**config.mk**
```make
export PLATFORM = sky130hd
export DESIGN_NAME = mod_addsub_pipe_flat
export DESIGN_NICKNAME = d
export VERILOG_FILES = /design/src/rtl/mod_arith_pkg.sv /design/src/rtl/mod_addsub_pipe_if.sv /design/src/rtl/mod_addsub_lane.sv /design/src/rtl/mod_addsub_pipe.sv /design/src/flat_wrapper.sv
export SDC_FILE = /design/constraint.sdc
export NUM_CORES = 2
export LEC_CHECK = 0
export CELL_PAD_IN_SITES_DETAIL_PLACEMENT = 0
export CELL_PAD_IN_SITES_GLOBAL_PLACEMENT = 1
export CORE_MARGIN = 2
export CORE_UTILIZATION = 42
export CTS_BUF_LIST = sky130_fd_sc_hd__clkbuf_16
export CTS_CLUSTER_DIAMETER = 30
export DETAILED_ROUTE_END_ITERATION = 6
export PLACE_DENSITY = 0.91
export SLEW_MARGIN = 20
export SYNTH_ARGS = -nofsm -noshare
export SYNTH_HDL_FRONTEND = slang
export SYNTH_SLANG_ARGS = --single-unit
```
**constraint.sdc**
```tcl
create_clock -name clk -period 19.9 [get_ports clk]
set_clock_uncertainty 0.05 [all_clocks]
set_input_delay 4.975 -clock clk [delete_from_list [all_inputs] [get_ports clk]]
set_output_delay 4.975 -clock clk [all_outputs]
set_load 0.05 [all_outputs]
```
**src/rtl/mod_arith_pkg.sv**
```systemverilog
// Shared constants for the modular arithmetic datapath: default modulus, width and op encoding.
package mod_arith_pkg;

    localparam int unsigned W_DEFAULT = 32;
    localparam logic [31:0] P_DEFAULT = 32'hFFFF_FFFB;

    localparam logic OP_SUB = 1'b0;
    localparam logic OP_ADD = 1'b1;

endpackage

```
**src/rtl/mod_addsub_pipe_if.sv**
```systemverilog
// Valid/ready transaction bus of the modular add/subtract pipeline.
interface mod_addsub_pipe_if
    import mod_arith_pkg::*;
#(
    parameter int unsigned W     = W_DEFAULT,
    parameter int unsigned LANES = 4,
    parameter int unsigned TAGW  = 4
) ();

    logic                   in_valid;
    logic                   in_ready;
    logic                   in_op;
    logic [TAGW-1:0]        in_tag;
    logic [LANES*W-1:0]     in_f;
    logic [LANES*2*W-1:0]   in_z;
    logic [LANES*W-1:0]     in_d;
    logic                   out_valid;
    logic                   out_ready;
    logic [LANES*W-1:0]     out_r;
    logic [TAGW-1:0]        out_tag;
    logic [LANES-1:0]       out_err;

    modport master (
        output in_valid, in_op, in_tag, in_f, in_z, in_d, out_ready,
        input  in_ready, out_valid, out_r, out_tag, out_err
    );

    modport slave (
        input  in_valid, in_op, in_tag, in_f, in_z, in_d, out_ready,
        output in_ready, out_valid, out_r, out_tag, out_err
    );

endinterface

```
**src/rtl/mod_addsub_lane.sv**
```systemverilog
// Per-lane combinational arithmetic: S1 computes (f + z_lo) mod P, S2 applies -d or +d mod P.
module mod_addsub_lane
    import mod_arith_pkg::*;
#(
    parameter int unsigned  W = W_DEFAULT,
    parameter logic [W-1:0] P = W'(P_DEFAULT)
) (
    // S1 side
    input  logic [W-1:0] f_i,
    input  logic [W-1:0] z_i,
    input  logic [W-1:0] d_i,
    output logic [W-1:0] s1_o,
    output logic         range_err_o,
    // S2 side
    input  logic [W-1:0] s1_i,
    input  logic [W-1:0] d2_i,
    input  logic         op_i,
    output logic [W-1:0] r_o
);

    localparam logic [W:0] PExt = {1'b0, P};

    logic [W:0] sum;
    logic [W:0] t;

    always_comb begin
        sum         = {1'b0, f_i} + {1'b0, z_i};
        s1_o        = (sum >= PExt) ? W'(sum - PExt) : sum[W-1:0];
        range_err_o = (f_i >= P) | (z_i >= P) | (d_i >= P);
    end

    // t[W] is the borrow in subtract mode, the carry in add mode.
    always_comb begin
        if (op_i == OP_ADD) begin
            t   = {1'b0, s1_i} + {1'b0, d2_i};
            r_o = (t >= PExt) ? W'(t - PExt) : t[W-1:0];
        end else begin
            t   = {1'b0, s1_i} - {1'b0, d2_i};
            r_o = t[W] ? W'(t + PExt) : t[W-1:0];
        end
    end

endmodule

```
**src/rtl/mod_addsub_pipe.sv**
```systemverilog
// Two-stage multi-lane modular add/subtract with valid/ready backpressure and tag passthrough.
module mod_addsub_pipe
    import mod_arith_pkg::*;
#(
    parameter int unsigned  W     = W_DEFAULT,
    parameter logic [W-1:0] P     = W'(P_DEFAULT),
    parameter int unsigned  LANES = 4,
    parameter int unsigned  TAGW  = 4
) (
    input logic              clk,
    input logic              reset,
    mod_addsub_pipe_if.slave pipe_io
);

    logic [LANES-1:0][W-1:0] s1_d;
    logic [LANES-1:0][W-1:0] s1_q;
    logic [LANES-1:0][W-1:0] d_q;
    logic [LANES-1:0][W-1:0] r_d;
    logic [LANES-1:0][W-1:0] r_q;
    logic [LANES-1:0]        err1_d;
    logic [LANES-1:0]        err1_q;
    logic [LANES-1:0]        err2_q;
    logic                    op_q;
    logic [TAGW-1:0]         tag1_q;
    logic [TAGW-1:0]         tag2_q;
    logic                    s1_valid_d;
    logic                    s1_valid_q;
    logic                    out_valid_d;
    logic                    out_valid_q;
    logic                    s1_adv;
    logic                    in_ready;
    logic                    accept;
    logic                    unused_z;

    // Only the low W bits of each multiplier-width z lane take part.
    assign unused_z = ^pipe_io.in_z;

    for (genvar i = 0; i < LANES; i++) begin : g_lane
        mod_addsub_lane #(
            .W (W),
            .P (P)
        ) u_lane (
            .f_i         (pipe_io.in_f[i*W +: W]),
            .z_i         (pipe_io.in_z[i*2*W +: W]),
            .d_i         (pipe_io.in_d[i*W +: W]),
            .s1_o        (s1_d[i]),
            .range_err_o (err1_d[i]),
            .s1_i        (s1_q[i]),
            .d2_i        (d_q[i]),
            .op_i        (op_q),
            .r_o         (r_d[i])
        );
    end

    always_comb begin
        s1_adv      = s1_valid_q && (!out_valid_q || pipe_io.out_ready);
        in_ready    = !s1_valid_q || s1_adv;
        accept      = pipe_io.in_valid && in_ready;
        s1_valid_d  = accept ? 1'b1 : (s1_adv ? 1'b0 : s1_valid_q);
        out_valid_d = s1_adv ? 1'b1 :
                      ((out_valid_q && pipe_io.out_ready) ? 1'b0 : out_valid_q);
    end

    always_ff @(posedge clk or posedge reset) begin
        if (reset) begin
            s1_valid_q  <= 1'b0;
            out_valid_q <= 1'b0;
            s1_q        <= '0;
            d_q         <= '0;
            op_q        <= 1'b0;
            tag1_q      <= '0;
            err1_q      <= '0;
            r_q         <= '0;
            tag2_q      <= '0;
            err2_q      <= '0;
        end else begin
            s1_valid_q  <= s1_valid_d;
            out_valid_q <= out_valid_d;
            if (accept) begin
                s1_q   <= s1_d;
                d_q    <= pipe_io.in_d;
                op_q   <= pipe_io.in_op;
                tag1_q <= pipe_io.in_tag;
                err1_q <= err1_d;
            end
            if (s1_adv) begin
                r_q    <= r_d;
                tag2_q <= tag1_q;
                err2_q <= err1_q;
            end
        end
    end

    assign pipe_io.in_ready  = in_ready;
    assign pipe_io.out_valid = out_valid_q;
    assign pipe_io.out_r     = r_q;
    assign pipe_io.out_tag   = tag2_q;
    assign pipe_io.out_err   = err2_q;

endmodule

```
**src/flat_wrapper.sv**
```systemverilog
// flat-port wrapper written by rule: the top's interface ports become plain ports
module mod_addsub_pipe_flat import mod_arith_pkg::*;
#(
    parameter int unsigned  W     = W_DEFAULT,
    parameter logic [W-1:0] P     = W'(P_DEFAULT),
    parameter int unsigned  LANES = 4,
    parameter int unsigned  TAGW  = 4
)
  (clk, reset, pipe_io_in_valid, pipe_io_in_op, pipe_io_in_tag, pipe_io_in_f, pipe_io_in_z, pipe_io_in_d, pipe_io_out_ready, pipe_io_in_ready, pipe_io_out_valid, pipe_io_out_r, pipe_io_out_tag, pipe_io_out_err);
  mod_addsub_pipe_if #(.W(W), .LANES(LANES), .TAGW(TAGW)) pipe_io_i ();
  input logic clk;
  input logic reset;
  input wire logic [$bits(pipe_io_i.in_valid)-1:0] pipe_io_in_valid;
  input wire logic [$bits(pipe_io_i.in_op)-1:0] pipe_io_in_op;
  input wire logic [$bits(pipe_io_i.in_tag)-1:0] pipe_io_in_tag;
  input wire logic [$bits(pipe_io_i.in_f)-1:0] pipe_io_in_f;
  input wire logic [$bits(pipe_io_i.in_z)-1:0] pipe_io_in_z;
  input wire logic [$bits(pipe_io_i.in_d)-1:0] pipe_io_in_d;
  input wire logic [$bits(pipe_io_i.out_ready)-1:0] pipe_io_out_ready;
  output wire logic [$bits(pipe_io_i.in_ready)-1:0] pipe_io_in_ready;
  output wire logic [$bits(pipe_io_i.out_valid)-1:0] pipe_io_out_valid;
  output wire logic [$bits(pipe_io_i.out_r)-1:0] pipe_io_out_r;
  output wire logic [$bits(pipe_io_i.out_tag)-1:0] pipe_io_out_tag;
  output wire logic [$bits(pipe_io_i.out_err)-1:0] pipe_io_out_err;
  assign pipe_io_i.in_valid = pipe_io_in_valid;
  assign pipe_io_i.in_op = pipe_io_in_op;
  assign pipe_io_i.in_tag = pipe_io_in_tag;
  assign pipe_io_i.in_f = pipe_io_in_f;
  assign pipe_io_i.in_z = pipe_io_in_z;
  assign pipe_io_i.in_d = pipe_io_in_d;
  assign pipe_io_i.out_ready = pipe_io_out_ready;
  assign pipe_io_in_ready = pipe_io_i.in_ready;
  assign pipe_io_out_valid = pipe_io_i.out_valid;
  assign pipe_io_out_r = pipe_io_i.out_r;
  assign pipe_io_out_tag = pipe_io_i.out_tag;
  assign pipe_io_out_err = pipe_io_i.out_err;
  mod_addsub_pipe #(.W(W), .P(P), .LANES(LANES), .TAGW(TAGW)) u_core (.clk(clk), .reset(reset), .pipe_io(pipe_io_i));
endmodule
```
## Yosys cells after proc, flatten, opt, wreduce, memory -nomap -nowiden

Cells that the tools add are included.
W data, S select, Z words.

| cells by class | value |
|---|---|
| bitwise logic cells | 8 |
| magnitude comparators | 20 |
| muxes and demuxes | 20 |
| reductions and logical operators | 9 |
| $add $sub $neg | 24 |

Operators with widths:

| kind | count |
|---|---|
| $mux W32 | 16 |
| $ge A32 B32 Y1 const B | 12 |
| $add A32 B32 Y33 | 8 |
| $ge A33 B32 Y1 const B | 8 |
| $sub A32 B32 Y32 const B | 8 |
| $sub A32 B32 Y33 | 4 |
| $add A32 B32 Y32 const B | 4 |
| $or A1 B1 Y1 | 8 |
| $mux W1 | 4 |
| $reduce_bool A2 Y1 | 2 |
| $logic_and A1 B1 Y1 | 3 |
| $logic_not A1 Y1 | 2 |
| $logic_or A1 B1 Y1 | 2 |

| word-level totals | value |
|---|---|
| output and inout bits | 138 |
| register bits | 403 |

## Logic depth before layout (Yosys ltp)

| depth | value |
|---|---|
| word-level depth | 6 |
| gate-level depth with buffers | 18 |

## By module

A second synthesis with hierarchy kept.

| unflattened totals | value |
|---|---|
| cells, all modules | 6443 |
| area, all modules | 52283.9 um2 |

Modules (own cells, without submodules):

| module | area an instance (um2) | cells an instance | instances | sequential area each (um2) |
|---|---|---|---|---|
| mod_addsub_lane at u_core.g_lane[0].u_lane ... | 9631.7 | 1438 | 2 | 0.0 |
| mod_addsub_pipe | 15164.5 | 854 | 1 | 10084.7 |
| mod_addsub_lane at u_core.g_lane[3].u_lane | 8988.6 | 1371 | 1 | 0.0 |
| mod_addsub_lane at u_core.g_lane[1].u_lane | 8867.3 | 1342 | 1 | 0.0 |

## Worst setup path after synthesis

No wires, ideal clock.

| timing path | value |
|---|---|
| path type | in2out |
| from | in pipe_io_out_ready |
| to | out pipe_io_in_ready |
| stages on the path | 1 |
| setup slack | 9401 ps |
| path buffers | 0 |
| arrival | 5474 ps |
| cells stage by stage | nand3b_1 |

| between the ends | value |
|---|---|
| cells in the longest elaborated chain, start to end | 3 |

Ends and longest elaborated chain:

| element | line | RTL |
|---|---|---|
| start: declaration | flat_wrapper.sv:19 | `input wire logic [$bits(pipe_io_i.out_ready)-1:0] pipe_io_out_ready;` |
| $logic_or A1 B1 Y1 | mod_addsub_pipe.sv:56 | `s1_adv = s1_valid_q && (!out_valid_q \|\| pipe_io.out_ready);` |
| $logic_and A1 B1 Y1 | mod_addsub_pipe.sv:56 |  |
| $logic_or A1 B1 Y1 | mod_addsub_pipe.sv:57 | `in_ready = !s1_valid_q \|\| s1_adv;` |
| end: declaration | flat_wrapper.sv:20 | `output wire logic [$bits(pipe_io_i.in_ready)-1:0] pipe_io_in_ready;` |

No other way between the ends.

## Final worst setup path

Same ends and word-level chain as after synthesis.

==> results.md <==
- The slew at the pin closest to its max-slew limit is about 1100 ps.
- The element type at the critical path start is an input port.
- The largest area contributor in the netlist is sky130_fd_sc_hd__dfrtp_1.
- Synthesis instantiated 110 different standard cells from the library.
- The worst path required time is between 10000 and 15000 ps.
- The maximum number of pins on one net before global-route repair is about 150.
- The final standard cell count with taps included and fillers excluded is between 8000 and 9000.
- The layout net count is 7779.
- The CTS clock-pin slew for the worst setup and hold paths is roughly 40 ps.
- The full die area is 0.118 mm^2.
- The first routing iteration left between 4000 and 5000 violations.
- The worst-case IR drop observed on VDD is about 0.12 mV.
- The number of routed nets with antenna violations is 0.
- The number of DRC violations after detailed routing is 0.
- Clock tree synthesis selected as its root buffer the cell sky130_fd_sc_hd__clkbuf_16.
- The area of the core is approximately 0.11 mm^2.
- The synthesized netlist devotes around a quarter of its cell area to simple gates.
- Cells with a size suffix above 1 make up 4.81% of the layout.
- The TritonCTS sink count is just over 400.
- The worst hold path belongs to the class reg -> reg.
- Relative to the synthesized area, the layout overhead comes to 20.2%.
- Once routing completed, OpenROAD measured the worst setup slack at about 8400 ps.
- Post-CTS timing repair inserted 0 buffers for setup.
- The via count of the first global-routing pass is about 49000.
- For this run the aggregate overflow at the end of global routing stands at 0.
- The count of endpoints failing hold in the final timing report is 0.
- The number of cells traversed by the worst register-to-register path is 15.
- TritonCTS built the clock tree.
- The gate count of the mapped netlist is 6495.
- For this configuration, the core starts out at a cell density of 42.3%.
- The flip-flop and latch count after synthesis is roughly 400.
- The number of synthesized flops with an enable pin is 0.
- After layout, the minimum clock period comes to around 12000 ps.
- The routed layout has 51000 vias.
- Derived from the worst setup path, the maximum achievable clock frequency is roughly 87 MHz.
- Counting instances, the worst hold path has a depth of 2.
- Dividing the detail-routed via count by the number of cells gives just over 6.
- The synthesized netlist devotes between 10% and 20% of its cell area to XOR and XNOR gates.
- The number of buffers inserted during clock tree synthesis is roughly 110.
- The number of H-tree levels is 3.
- Counting buffers and inverters, the worst setup path is 3 cells deep.
- Setup violations remaining at the end of the flow were counted as 0.
- At the end of routability-driven placement, the weighted congestion stood at approximately 0.97.
- The overall die width is 343 um.
- The areal power density over the cells is between 100 and 150 mW/mm^2.
- The total negative setup slack is 0 ps.
- The adder-cell area share of the yosys netlist is between 10% and 20%.
- In the post-synthesis netlist, the biggest area contributors are sky130_fd_sc_hd__dfrtp_1, sky130_fd_sc_hd__ha_1, sky130_fd_sc_hd__xnor2_1.
- The count of buffering cells on the critical path with inverters included is 2.
- The analysis attributes to cell leakage a power of 0.0239 uW.
- The maximum fanout count along the critical path is 4.
- The synthesized net count is 7424.
- In the synthesized netlist the dominant register cell turns out to be sky130_fd_sc_hd__dfrtp_1.
- Pin placement for this block handled between 600 and 700 I/O pins.
- The number of pins with negative max-slew slack in the final report is 0.
- Summed over all layers, the routed wires come to 180000 um.
- For this run, the register share of the synthesized area comes to approximately a fifth.
- The number of buffers between clock root and the deepest sink is 3.
- In this run the vertical extent of the chip is about 340 um.
- Dividing the detail-routed wire length by the instance count gives approximately 21 um.
- Yosys instantiated no cell more often than sky130_fd_sc_hd__nand2_1.
- The first global-routing pass estimated 275000 um of wire.
- The clock latency on the worst-skew pair is 680 ps.
- The tool flagged a number of max-cap violations equal to 0.
- The fraction of synthesis flops using an asynchronous set or reset pin is 100%.
- By count the netlist is led by sky130_fd_sc_hd__nand2_1, sky130_fd_sc_hd__o21ai_0, sky130_fd_sc_hd__nor2_1.
- The multiplexer fraction of the synthesized cell area is 1.13%.
- In this run the tightest slew margin relative to its limit is roughly 29%.
- The row count is between 100 and 150.
- Port buffering added 530 buffers.
- The number of warnings printed during yosys synthesis is 0.
- The cell area that synthesis handed to floorplanning was about 0.048 mm^2.
- After synthesis, the largest family of logic cells by area is compound AO/OA/AOI/OAI gates.
- Setup repair after global routing left no endpoint under its margin.
- The worst path uses a little under 60% of the clock period.
- Data on the critical path arrives at its endpoint at around 6500 ps.
- The share of synthesized area in the top cell type comes to around a fifth.
- The number of placed instances, taps included, is slightly above 8000.
- The total of cells resized after clock tree synthesis is 0.
- The tightest hold path in the finished design has a slack of 413 ps.
- The complex-gate fraction of the synthesized area is between 20% and 30%.
- The critical path's most frequent cell is sky130_fd_sc_hd__clkdlybuf4s50_1.
- The flow ran to the end, and the final reports show no timing, DRC or antenna violations.
- The critical path is of the in -> out type.
- Buffers inserted to repair hold after CTS numbered 0.
- The worst setup path is captured at an output port.
- The global router's overall resource usage is approximately 30%.
- The first detailed-routing pass took 5 iterations.
- The largest single stage delay on the critical path is roughly 850 ps.
- The HPWL after detailed placement is around 140000 um.
- The mean post-synth cell area is 7.43 um^2.
- Walking the worst path, the cells encountered are clkdlybuf4s50_1, nand3b_1, clkdlybuf4s50_1.
- The number of antenna violations at the first check in global routing is 4.
- The cell at the slowest stage of the critical path is sky130_fd_sc_hd__clkdlybuf4s50_1.
- At the placement stage, the worst setup path has a slack of between 8000 and 9000 ps.
- Broken down by cell family, the worst path's largest delay share belongs to buffers and inverters.
==> cell families (layout without fill, tap and decap cells) <==
family / Yosys count / in the layout
other: 0 / 1
muxes: 53 / 53
AOI/OAI and AO/OA: 1986 / 1986
buffers and inverters: 649 / 1096
and+or+nand+nor: 2433 / 2433
adders and majority gates: 408 / 408
DFF: 403 / 403
xor gates and xnor gates: 563 / 563
==> final timing paths <==
path / end / from / slack [ps]
min in group asynchronous: u_core.pipe_io.out_err[0]$_DFFE_PP0P_ / reset / 4840
max in group asynchronous: u_core.op_q$_DFFE_PP0P_ / reset / 12640
hold reg to reg: u_core.pipe_io.out_tag[3]$_DFFE_PP0P_ / u_core.tag1_q[3]$_DFFE_PP0P_ / 410
setup / recovery: pipe_io_in_ready / pipe_io_out_ready / 8360
setup reg to reg: u_core.pipe_io.out_r[96]$_DFFE_PP0P_ / u_core.d_q[111]$_DFFE_PP0P_ / 13950
hold / removal: u_core.pipe_io.out_tag[3]$_DFFE_PP0P_ / u_core.tag1_q[3]$_DFFE_PP0P_ / 410
==> power breakdown <==
group          switching, uW  internal, uW  leakage [uW]  total (uW)
sequential               262          1050       0.00491        1320
clock                    560          1130       0.00178        1690
combinational           3050          1680        0.0172        4730
total                   3870          3870        0.0239        7740
==> cell type report <==
class / instances / area, um^2
Tap cell: 1512 / 1890
Antenna cell: 1 / 2.50
Multi-Input combinational cell: 5443 / 35700
Clock buffer: 110 / 2750
Inverter: 335 / 1260
Fill cell: 11200 / 56100
Clock inverter: 92 / 779
Timing Repair Buffer: 559 / 5540
Sequential cell: 403 / 10100
==> per-stage QoR <==
stage | total power (uW) | instance area (um^2) | utilization [%]
5_1_grt | 8200 | 58000 | 50.8
3_5_place_dp | 5960 | 54500 | 47.7
4_1_cts | 7690 | 58000 | 50.8
3_3_place_gp | 5910 | 54500 | 47.7
6_report | 7740 | 58000 | 50.8
2_1_floorplan | 4540 | 48300 | -
==> metal layers <==
layer	GRT usage [%]	share of wire, %	up-vias
met5	0	0.0072	-
met4	9.83	3.4	2
met3	4.59	7.0	305
met2	47.2	45	1853
met1	39.7	44	24400
li1	-	-	24500
==> worst reg2reg max path, cell delays in order, from the launching register on <==
cell and delay, ps:
sky130_fd_sc_hd__dfrtp_1 350, sky130_fd_sc_hd__inv_1 70, sky130_fd_sc_hd__ha_1 650, sky130_fd_sc_hd__inv_1 220
sky130_fd_sc_hd__a21oi_1 280, sky130_fd_sc_hd__o21bai_1 120, sky130_fd_sc_hd__a2111oi_1 790, sky130_fd_sc_hd__a211oi_1 270
sky130_fd_sc_hd__or3_1 410, sky130_fd_sc_hd__a211oi_1 440, sky130_fd_sc_hd__or4b_1 640, sky130_fd_sc_hd__o41ai_4 360
sky130_fd_sc_hd__buf_4 280, sky130_fd_sc_hd__mux2i_1 120, sky130_fd_sc_hd__xnor2_1 590, sky130_fd_sc_hd__o21ai_0 170
==> state kept, by name, indices dropped and copies added, names as in the netlist <==
register,count
u_core.s1_q,128
u_core.tag1_q,4
u_core.pipe_io.out_r,128
u_core.pipe_io.out_valid,1
u_core.pipe_io.out_tag,4
u_core.pipe_io.out_err,4
u_core.err1_q,4
u_core.op_q,1
u_core.s1_valid_q,1
u_core.d_q,128
==> layout by cell type, fill, tap and decap left out, drive strengths merged, types with 73 or more instances in the layout <==
| master | instances |
|---|---|
| ha | 396 |
| inv | 355 |
| a21o | 157 |
| or3 | 76 |
| xor2 | 166 |
| xnor2 | 397 |
| nor4 | 131 |
| dfrtp | 403 |
| nor3 | 221 |
| nand2 | 704 |
| o21bai | 73 |
| o21ai | 596 |
| a21oi | 468 |
| clkbuf | 110 |
| clkdlybuf4s50 | 530 |
| a211oi | 75 |
| nand3 | 182 |
| nand4 | 149 |
| nor2 | 473 |
Power figures use the tool's default switching activity.
